**src/rtl/fifo_wr_arbiter.sv**
```systemverilog
// -----------------------------------------------------------------------------
// fifo_wr_arbiter
//
// Round-robin arbiter that shares one FIFO write port between NUM_REQ
// producers. Each producer drives beats with a valid/ready handshake and marks
// the end of a burst with req_last. One requester at a time holds a registered
// grant. The grant ends on a last beat, on the MAX_BURST-th beat, or when the
// granted requester drops valid. Consecutive grants are always separated by
// one idle cycle, and the FIFO is never written while it reports full.
//
// Ports:
//   clk          clock, rising edge
//   arst_n       asynchronous active-low reset
//   req_valid    per-requester beat valid
//   req_data     packed beats, requester i at [i*DATA_WIDTH +: DATA_WIDTH]
//   req_last     per-requester last-beat flag (qualified by valid)
//   req_ready    per-requester ready; only the granted bit can be set
//   fifo_full    FIFO full flag
//   fifo_wr      FIFO write strobe
//   fifo_wr_data FIFO write data (0 when no grant is held)
//   grant_valid  a requester currently holds the grant
//   grant_id     index of the granted requester (0 when no grant)
// -----------------------------------------------------------------------------
module fifo_wr_arbiter #(
    parameter int NUM_REQ    = 4,
    parameter int DATA_WIDTH = 32,
    parameter int MAX_BURST  = 8
) (
    input  logic                          clk,
    input  logic                          arst_n,
    input  logic [NUM_REQ-1:0]            req_valid,
    input  logic [NUM_REQ*DATA_WIDTH-1:0] req_data,
    input  logic [NUM_REQ-1:0]            req_last,
    output logic [NUM_REQ-1:0]            req_ready,
    input  logic                          fifo_full,
    output logic                          fifo_wr,
    output logic [DATA_WIDTH-1:0]         fifo_wr_data,
    output logic                          grant_valid,
    output logic [$clog2(NUM_REQ)-1:0]    grant_id
);

    localparam int ID_W  = $clog2(NUM_REQ);
    localparam int CNT_W = $clog2(MAX_BURST + 1);

    localparam logic [ID_W-1:0]  LAST_ID   = ID_W'(NUM_REQ - 1);
    localparam logic [CNT_W-1:0] BURST_END = CNT_W'(MAX_BURST - 1);

    typedef enum logic {
        IDLE  = 1'b0,
        GRANT = 1'b1
    } state_t;

    state_t            state_q,      state_d;
    logic [ID_W-1:0]   grant_id_q,   grant_id_d;
    logic [ID_W-1:0]   last_grant_q, last_grant_d;
    logic [CNT_W-1:0]  beat_cnt_q,   beat_cnt_d;

    // Unpack the beat bus so the granted beat can be selected by index.
    logic [DATA_WIDTH-1:0] beat_data [NUM_REQ];

    logic in_grant;
    logic granted_valid;
    logic granted_last;
    logic beat_xfer;

    // Round-robin pick
    logic            pick_found;
    logic [ID_W-1:0] pick_idx;
    logic [ID_W-1:0] cand;

    assign in_grant      = (state_q == GRANT);
    assign granted_valid = req_valid[grant_id_q];
    assign granted_last  = req_last[grant_id_q];
    assign beat_xfer     = in_grant && granted_valid && !fifo_full;

    for (genvar gi = 0; gi < NUM_REQ; gi++) begin : g_req
        assign beat_data[gi] = req_data[gi*DATA_WIDTH +: DATA_WIDTH];
        assign req_ready[gi] = in_grant && !fifo_full && (grant_id_q == ID_W'(gi));
    end

    assign grant_valid  = in_grant;
    assign grant_id     = grant_id_q;
    assign fifo_wr      = beat_xfer;
    assign fifo_wr_data = in_grant ? beat_data[grant_id_q] : '0;

    // Search starts just after the last released requester, so the releasing
    // requester is checked last. The index wraps explicitly because NUM_REQ
    // need not be a power of two.
    always_comb begin
        pick_found = 1'b0;
        pick_idx   = '0;
        cand       = (last_grant_q == LAST_ID) ? '0 : last_grant_q + 1'b1;
        for (int k = 0; k < NUM_REQ; k++) begin
            if (!pick_found && req_valid[cand]) begin
                pick_found = 1'b1;
                pick_idx   = cand;
            end
            cand = (cand == LAST_ID) ? '0 : cand + 1'b1;
        end
    end

    always_comb begin
        state_d      = state_q;
        grant_id_d   = grant_id_q;
        last_grant_d = last_grant_q;
        beat_cnt_d   = beat_cnt_q;
        unique case (state_q)
            IDLE: begin
                if (pick_found) begin
                    state_d    = GRANT;
                    grant_id_d = pick_idx;
                    beat_cnt_d = '0;
                end
            end
            GRANT: begin
                // Dropping valid releases the grant even while full, so a
                // stalled producer cannot lock the port.
                if (!granted_valid ||
                    (beat_xfer && (granted_last || beat_cnt_q == BURST_END))) begin
                    state_d      = IDLE;
                    last_grant_d = grant_id_q;
                    grant_id_d   = '0;
                    beat_cnt_d   = '0;
                end else if (beat_xfer) begin
                    beat_cnt_d = beat_cnt_q + 1'b1;
                end
            end
            default: state_d = IDLE;
        endcase
    end

    always_ff @(posedge clk or negedge arst_n) begin
        if (!arst_n) begin
            state_q      <= IDLE;
            grant_id_q   <= '0;
            last_grant_q <= LAST_ID;
            beat_cnt_q   <= '0;
        end else begin
            state_q      <= state_d;
            grant_id_q   <= grant_id_d;
            last_grant_q <= last_grant_d;
            beat_cnt_q   <= beat_cnt_d;
        end
    end

endmodule

```
**config.mk**
```make
export PLATFORM = sky130hd
export DESIGN_NAME = fifo_wr_arbiter
export DESIGN_NICKNAME = d
export VERILOG_FILES = /design/src/rtl/fifo_wr_arbiter.sv
export SDC_FILE = /design/constraint.sdc
export NUM_CORES = 1
export LEC_CHECK = 0
export CAP_MARGIN = 15
export CORE_AREA = 2 2 70 72
export CTS_BUF_LIST = sky130_fd_sc_hd__clkbuf_2 sky130_fd_sc_hd__clkbuf_4 sky130_fd_sc_hd__clkbuf_8
export DETAILED_ROUTE_END_ITERATION = 10
export DIE_AREA = 0 0 72 74
export DONT_BUFFER_PORTS = 1
export GPL_TIMING_DRIVEN = 0
export HOLD_SLACK_MARGIN = 0.03
export SYNTH_ARGS = -nofsm -noshare
export SYNTH_HDL_FRONTEND = slang
export SYNTH_SLANG_ARGS = --single-unit
```
**constraint.sdc**
```tcl
create_clock -name clk -period 2.4 [get_ports clk]
set_clock_uncertainty 0.15 [all_clocks]
set_input_delay 0.48 -clock clk [delete_from_list [all_inputs] [get_ports clk]]
set_output_delay 0.48 -clock clk [all_outputs]
set_load 0.05 [all_outputs]
```
==> results.txt, run 1 <==
----------------------------------------------------
[Critical path]
  Buffers & Inverters on Critical Path ... 3
  Endpoint class of the critical path ... output port
  Critical path data required time ... 1.77 ns
  Start-to-end type of the worst setup path ... flop to output port
  Largest incremental delay on the critical path ... 0.67 ns
  Critical path, cell by cell ... buf_8 > buf_12 > buf_8 > nor4_4
  Kind of start point of the critical path ... flop
  CP max FO ... 4
  Worst-path cell with the longest stage delay ... nor4_4
  Family with the most delay on the worst path ... simple AND/OR/NAND/NOR gates
  Arrival time at the worst endpoint ... 1.89 ns
  Cell repeated most along the worst path ... buf_8

[Floorplan]
  Initial cell density of the core ... 36.4%
  Number of placed I/O pins ... 179
  Die area ... 0.00533 sq mm
  Die W ... 72 um
  Row count ... 25
  Area inside the core boundary ... 0.00460 sq mm
  Height of the die ... 74 um

[Power]
  IR drop worst, VDD ... 0.000784 V
  Static leakage ... 0.000801 uW
  Switching share of power ... 54.9%
  Net switching power ... 2080 uW
  Power density of the placed cells ... 1680 mW/mm^2
  Flop pwr share ... 10.1%
  Total power of the final layout ... 3780 uW
  Internal power contribution ... 1710 uW
  Power share of the clock group ... 4.9%
  Combinational power share ... 85.0%

[Clock network]
  Clock tree from TritonCTS ... built
  Later-pin clock latency in the skew report ... 0.23 ns
  Inserted Clock Buffers ... 3
  Root buffer selected by CTS ... clkbuf_8
  CTS clk-pin slew, worst paths ... 0.04 ns
  Number of sinks driven by the clock tree ... 9
  H-tree levels ... 1
  Buffer levels on the longest clock path ... 2

[Cells and area]
  Fraction of layout cells with a size suffix above 1 ... 65.1%
  Final core area utilization ... 48.9%
  Number of antenna cells inserted ... 0
  Most used cells in the layout excluding fill and tap cells ... 33 x mux4_2, 32 x and2_4, 8 x buf_4, 6 x buf_12, 5 x nand2_1
  Area growth from synthesis to final layout ... 34.4%
  Most common cell after layout, fill and taps aside ... mux4_2
  Final cell area excluding filler cells ... 0.00225 sq mm
  Number of nets at the end of the flow ... 308

[Placed design]
  Post-detail-place hpwl ... 4930 um
  Post-placement worst setup slack ... -0.353 ns
  Post-Place Cell Area ... 0.00183 sq mm
  I/O Buffers ... 0
  Routability-driven placement congestion ratio ... 0.797

[Yosys]
  Dominant cells by area after synthesis ... mux4_2 44%, and2_1 13%, dfrtp_1 10%
  Area share of the leading cell type in the synthesized netlist ... 44.4%
  Largest area contributor in the netlist ... mux4_2
  Net Count, Synth ... 289
  Avg Synthesized Cell Area ... 11.3 sq um
  Cell count after synthesis ... 148
  Ys Warns ... 0
  Leading register cell type out of synthesis ... dfrtp_1
  Unique cell type count in the Yosys netlist ... 39
  Post-synth EDFFs ... 0
  Fraction of registers with async set/reset ... 100%
  Mapped Area ... 0.00167 sq mm
  Synthesis-stage register bit count ... 9
  Portion of the post-synthesis area used by sequential elements ... 13.6%

[Run status]
  Outcome ... complete, but fails checks
  Failing checks ... negative setup slack

[Global route]
  Wire length of the first global-routing pass ... 8090 um
  Combined global-route utilization of all metal layers ... 19.9%
  Via count of the first global-routing pass ... 1453
  Overall overflow remaining after global route ... 0
  Maximum number of pins on one net before global-route repair ... 11
  Initial antenna violation count ... 2

[Timing]
  Part of the cycle the worst path needs ... 105%
  Number of slew-limit violations in the final report ... 0
  Setup repair after global routing missed its margin ... yes
  Final setup violation count ... 36
  Number of hold-slack violations in the final timing report ... 0
  Worst setup slack after layout ... -0.115 ns
  Slew margin rel. ... 47.0%
  Min Tclk post-route ... 2.52 ns
  Slew of the pin with the lowest slew margin ... 0.794 ns
  FMAX ... 398 MHz

[Detailed routing]
  Via/cell ratio ... 6.68
  DR vias ... 1470
  Number of iterations in the first detailed-routing pass ... 4
  Final routed DRC violation total ... 0
  Wirelength, routed ... 6060 um
  Violation count after the first detailed-routing iteration ... 48
  Routed wire length per instance ... 27.6 um
  Antenna Nets Post-Route ... 0

[Run]
  Max capacitance violation total ... 0

[Worst hold path]
  Path category of the worst min-delay check ... primary input to flop

----------------------------------------------------
## power groups by stage
stage	sequential (uW)	combinational, uW	clock, uW
2_1_floorplan	335	2330	0
3_3_place_gp	359	2510	0
3_5_place_dp	360	2550	0
4_1_cts	369	3060	190
5_1_grt	395	3370	199
6_report	382	3220	186
## area by class of cell
class	count	area, sq um
fillers	389	2350
multi-input cells	119	1490
flip-flops and latches	9	239
repair buffers	14	209
plain buffers	14	163
well taps	54	67.6
clock buffers	4	48.8
inverters	6	30.0
## flip-flops by register name (all words and copies together) (netlist names)
signal        flops
beat_cnt_q        4
grant_id          2
grant_valid       1
last_grant_q      2
## routing by layer
layer | part of all wire, % | global-route usage (%) | up-vias
met1 | 33 | 23.4 | 725
met4 | 1.4 | 4.82 | 2
met5 | 0.20 | 0 | -
li1 | - | - | 635
met2 | 55 | 36.6 | 100
met3 | 9.5 | 5.01 | 8
## final timing paths
check | from | end | slack [ns] | cells after the start
max reg2reg | grant_id[1] | grant_id[1] | 0.19 | 7
min reg2reg | beat_cnt_q[1] | beat_cnt_q[1] | 0.38 | 2
min in group asynchronous | arst_n | beat_cnt_q[1] | 0.48 | 1
max in group asynchronous | arst_n | grant_valid | 1.27 | 1
min | req_valid[2] | grant_id[0] | 0.36 | 3
max | grant_id[1] | req_ready[0] | -0.12 | 4
## tightest hold or removal path, delay by kind of cell
kind / cells / cell delay, ns
AND/OR/NAND/NOR: 1 / 0.09
AO/OA/AOI/OAI: 2 / 0.13
## per-stage QoR
stage | setup TNS, ns | hold WS [ns] | cells
after floorplan | -0.170 | 0.0344 | 148
after global placement | -3.81 | 0.0347 | 202
after detailed placement | -4.69 | 0.0347 | 202
after CTS | -3.02 | 0.337 | 216
after global routing | -4.07 | 0.370 | 220
final | -2.56 | 0.360 | 220
## repair_timing
action	in CTS	in global routing
buffers inserted	8	1
pin swaps	2	3
hold buffers	1	0
hold endpoints to repair	9	0
resized for setup	70	8
gates cloned	1	3
endpoints found under the setup margin	37	37
## cells by family after synthesis
kind of cell | count (synthesis) | share of synthesized area [%]
AO/OA/AOI/OAI | 23 | 11.1
flip-flops | 9 | 13.6
AND/OR/NAND/NOR | 56 | 19.9
multiplexers | 38 | 47.6
buffers and inverters | 20 | 6.28
adder cells (fa/ha/maj) | 2 | 1.50
## synthesized netlist by cell type, drive strengths merged (3+ instances only)
cell type,instances
o21ai,4
buf,8
mux2i,3
mux4,33
nand2,5
clkbuf,6
nor4,6
a21oi,3
inv,6
nor2,3
dfrtp,7
and2,34
Power figures use the tool's default switching activity.
==> inputs of run 2 (changes only) <==
--- a/config.mk
+++ b/config.mk
@@ -5,11 +5,12 @@
 export SDC_FILE = /design/constraint.sdc
 export NUM_CORES = 1
 export LEC_CHECK = 0
+export ABC_AREA = 1
 export CAP_MARGIN = 15
-export CORE_AREA = 2 2 70 72
+export CORE_AREA = 2 2 68 70
 export CTS_BUF_LIST = sky130_fd_sc_hd__clkbuf_2 sky130_fd_sc_hd__clkbuf_4 sky130_fd_sc_hd__clkbuf_8
 export DETAILED_ROUTE_END_ITERATION = 10
-export DIE_AREA = 0 0 72 74
+export DIE_AREA = 0 0 70 72
 export DONT_BUFFER_PORTS = 1
 export GPL_TIMING_DRIVEN = 0
 export HOLD_SLACK_MARGIN = 0.03
==> run 2 against run 1 <==
Net effect:
- the flow still finishes with violations (negative setup slack)
- fmax fell by 1.8%
- synthesized area fell by 5.2%
- flip-flop and latch count did not move
- highest routed layer is now met4
- die area fell by 5.4%
==> results.txt, run 2 <==
----------------------------------------------------
[Yosys]
  Ys Warns ... 0
  Avg Synthesized Cell Area ... 5.69 sq um
  Post-synth EDFFs ... 0
  Portion of the post-synthesis area used by sequential elements ... 14.4%
  Area share of the leading cell type in the synthesized netlist ... 27.4%
  Cell count after synthesis ... 279
  Mapped Area ... 0.00159 sq mm
  Net Count, Synth ... 420
  Fraction of registers with async set/reset ... 100%
  Dominant cells by area after synthesis ... nand2_1 27%, a22oi_1 15%, a31oi_1 13%
  Synthesis-stage register bit count ... 9
  Leading register cell type out of synthesis ... dfrtp_1
  Post-synth top cells ... 116 x nand2_1, 32 x a22oi_1, 32 x a31oi_1
  Largest area contributor in the netlist ... nand2_1
  Unique cell type count in the Yosys netlist ... 29
  Count leader, synth ... nand2_1

[Power]
  Power density of the placed cells ... 1840 mW/mm^2
  IR drop worst, VDD ... 0.000837 V
  Static leakage ... 0.000795 uW

[Timing]
  Sum of negative setup slack ... -4.10 ns
  Worst setup slack after layout ... -0.160 ns
  FMAX ... 391 MHz
  Number of slew-limit violations in the final report ... 0
  Setup repair after global routing missed its margin ... yes
  Min Tclk post-route ... 2.56 ns
  Slew margin rel. ... 62.4%
  Number of hold-slack violations in the final timing report ... 0
  Slew of the pin with the lowest slew margin ... 0.564 ns
  Part of the cycle the worst path needs ... 107%
  Final setup violation count ... 35

[Global route]
  Combined global-route utilization of all metal layers ... 23.6%
  Wire length of the first global-routing pass ... 9610 um
  Overall overflow remaining after global route ... 0
  Maximum number of pins on one net before global-route repair ... 11
  Initial antenna violation count ... 0
  Via count of the first global-routing pass ... 1925

[Critical path]
  Critical path data required time ... 1.77 ns
  Start-to-end type of the worst setup path ... flop to output port
  CP max FO ... 10
  Kind of start point of the critical path ... flop
  Endpoint class of the critical path ... output port
  Arrival time at the worst endpoint ... 1.93 ns

[Cells and area]
  Number of inserted filler cells in the final layout ... 433
  Number of antenna cells inserted ... 0
  Most used cells in the layout excluding fill and tap cells ... 115 x nand2_1, 31 x a22oi_1, 31 x a31oi_4, 13 x buf_4, 12 x nand3_1
  Number of flip-flops under the largest register name ... 4
  Top reg by flops ... beat_cnt_q
  Final cell area excluding filler cells ... 0.00242 sq mm
  Most common cell after layout, fill and taps aside ... nand2_1
  Area growth from synthesis to final layout ... 52.3%
  Final core area utilization ... 56.7%
  Number of nets at the end of the flow ... 433
  Fraction of layout cells with a size suffix above 1 ... 31.6%

[Detailed routing]
  Via/cell ratio ... 6.02
  Final routed DRC violation total ... 0
  Number of iterations in the first detailed-routing pass ... 4
  Wirelength, routed ... 6430 um
  Antenna Nets Post-Route ... 0
  Violation count after the first detailed-routing iteration ... 70
  Routed wire length per instance ... 18.7 um
  DR vias ... 2065

[Floorplan]
  Number of placed I/O pins ... 179
  Die W ... 70 um
  Die area ... 0.00504 sq mm
  Height of the die ... 72 um
  Row count ... 24
  Initial cell density of the core ... 37.2%
  Area inside the core boundary ... 0.00426 sq mm

[Worst hold path]
  Path category of the worst min-delay check ... flop to flop

[Placed design]
  I/O Buffers ... 0
  Post-Place Cell Area ... 0.00213 sq mm
  Post-detail-place hpwl ... 5260 um
  Routability-driven placement congestion ratio ... 0.811

[Clock network]
  Number of sinks driven by the clock tree ... 9
  Clock tree from TritonCTS ... built
  H-tree levels ... 1
  Later-pin clock latency in the skew report ... 0.24 ns
  Root buffer selected by CTS ... clkbuf_8
  Inserted Clock Buffers ... 3
  Buffer levels on the longest clock path ... 2
  CTS clk-pin slew, worst paths ... 0.05 ns

[Run status]
  Outcome ... complete, but fails checks
  Failing checks ... negative setup slack

[Run]
  Max capacitance violation total ... 0

----------------------------------------------------
## run 2: what timing repair did
| action | CTS | global route |
|---|---|---|
| hold buffers | 1 | 0 |
| endpoints found under the setup margin | 37 | 37 |
| gates resized for setup | 47 | 17 |
| endpoints found under the hold margin | 9 | 0 |
| setup buffers | 3 | 3 |
| pin swaps | 25 | 25 |
## run 2: cell type report
type	instances	area, sq um	share of cell area [%]
multi-input cells	236	1760	72.9
plain buffers	17	156	6.47
well taps	52	65.1	2.69
inverters	17	87.6	3.63
clock buffers	4	48.8	2.02
flip-flops and latches	9	234	9.68
repair buffers	8	62.6	2.59
## run 2: per-stage QoR
stage	power [uW]	std cells	hold slack, ns	worst slack [ns]
finish	4450	343	0.344	-0.160
global route	4700	343	0.370	-0.225
CTS	4360	340	0.343	-0.223
detailed placement	3910	332	0.0347	-0.420
global placement	3890	331	0.0348	-0.477
floorplan	3490	279	0.0344	-0.193
## run 2: layer usage
layer  part of all wire [%]  track usage [%]
met1                     40             28.5
met2                     51             42.5
met3                    7.5             5.97
met4                    1.4             5.13
met5                      0                0
## run 2: path summary, 6_finish.rpt
check	slack [ns]	to	depth (start not counted)	start
max	-0.16	fifo_wr_data[6]	5	grant_id[0]
min	0.34	last_grant_q[1]	2	last_grant_q[1]
max reg2reg	0.33	beat_cnt_q[3]	10	grant_id[0]
min reg2reg	0.34	last_grant_q[1]	2	last_grant_q[1]
max in group asynchronous	1.28	grant_id[1]	1	arst_n
min in group asynchronous	0.48	grant_id[1]	1	arst_n
## run 2: power breakdown
part	leakage [uW]	switching (uW)	internal (uW)
Combinational	0.000659	2780	1100
Clock	0.0000262	69.6	128
Sequential	0.000110	162	215
## run 2: cell families (layout without fill, tap and decap cells)
family / Yosys count / in the layout / synth area share [%]
AOI/OAI and AO/OA: 76 / 76 / 32.5
adders and majority gates: 2 / 2 / 1.58
xor gates and xnor gates: 2 / 2 / 1.10
and+or+nand+nor: 156 / 156 / 41.6
DFF: 9 / 9 / 14.4
buffers and inverters: 34 / 46 / 8.91
## run 2: critical path: stages, from the launching register on
cell and delay, ns:
dfrtp_2 0.52, buf_8 0.20, nor2_4 0.22, buf_4 0.22, nand2_1 0.10, a31oi_4 0.42
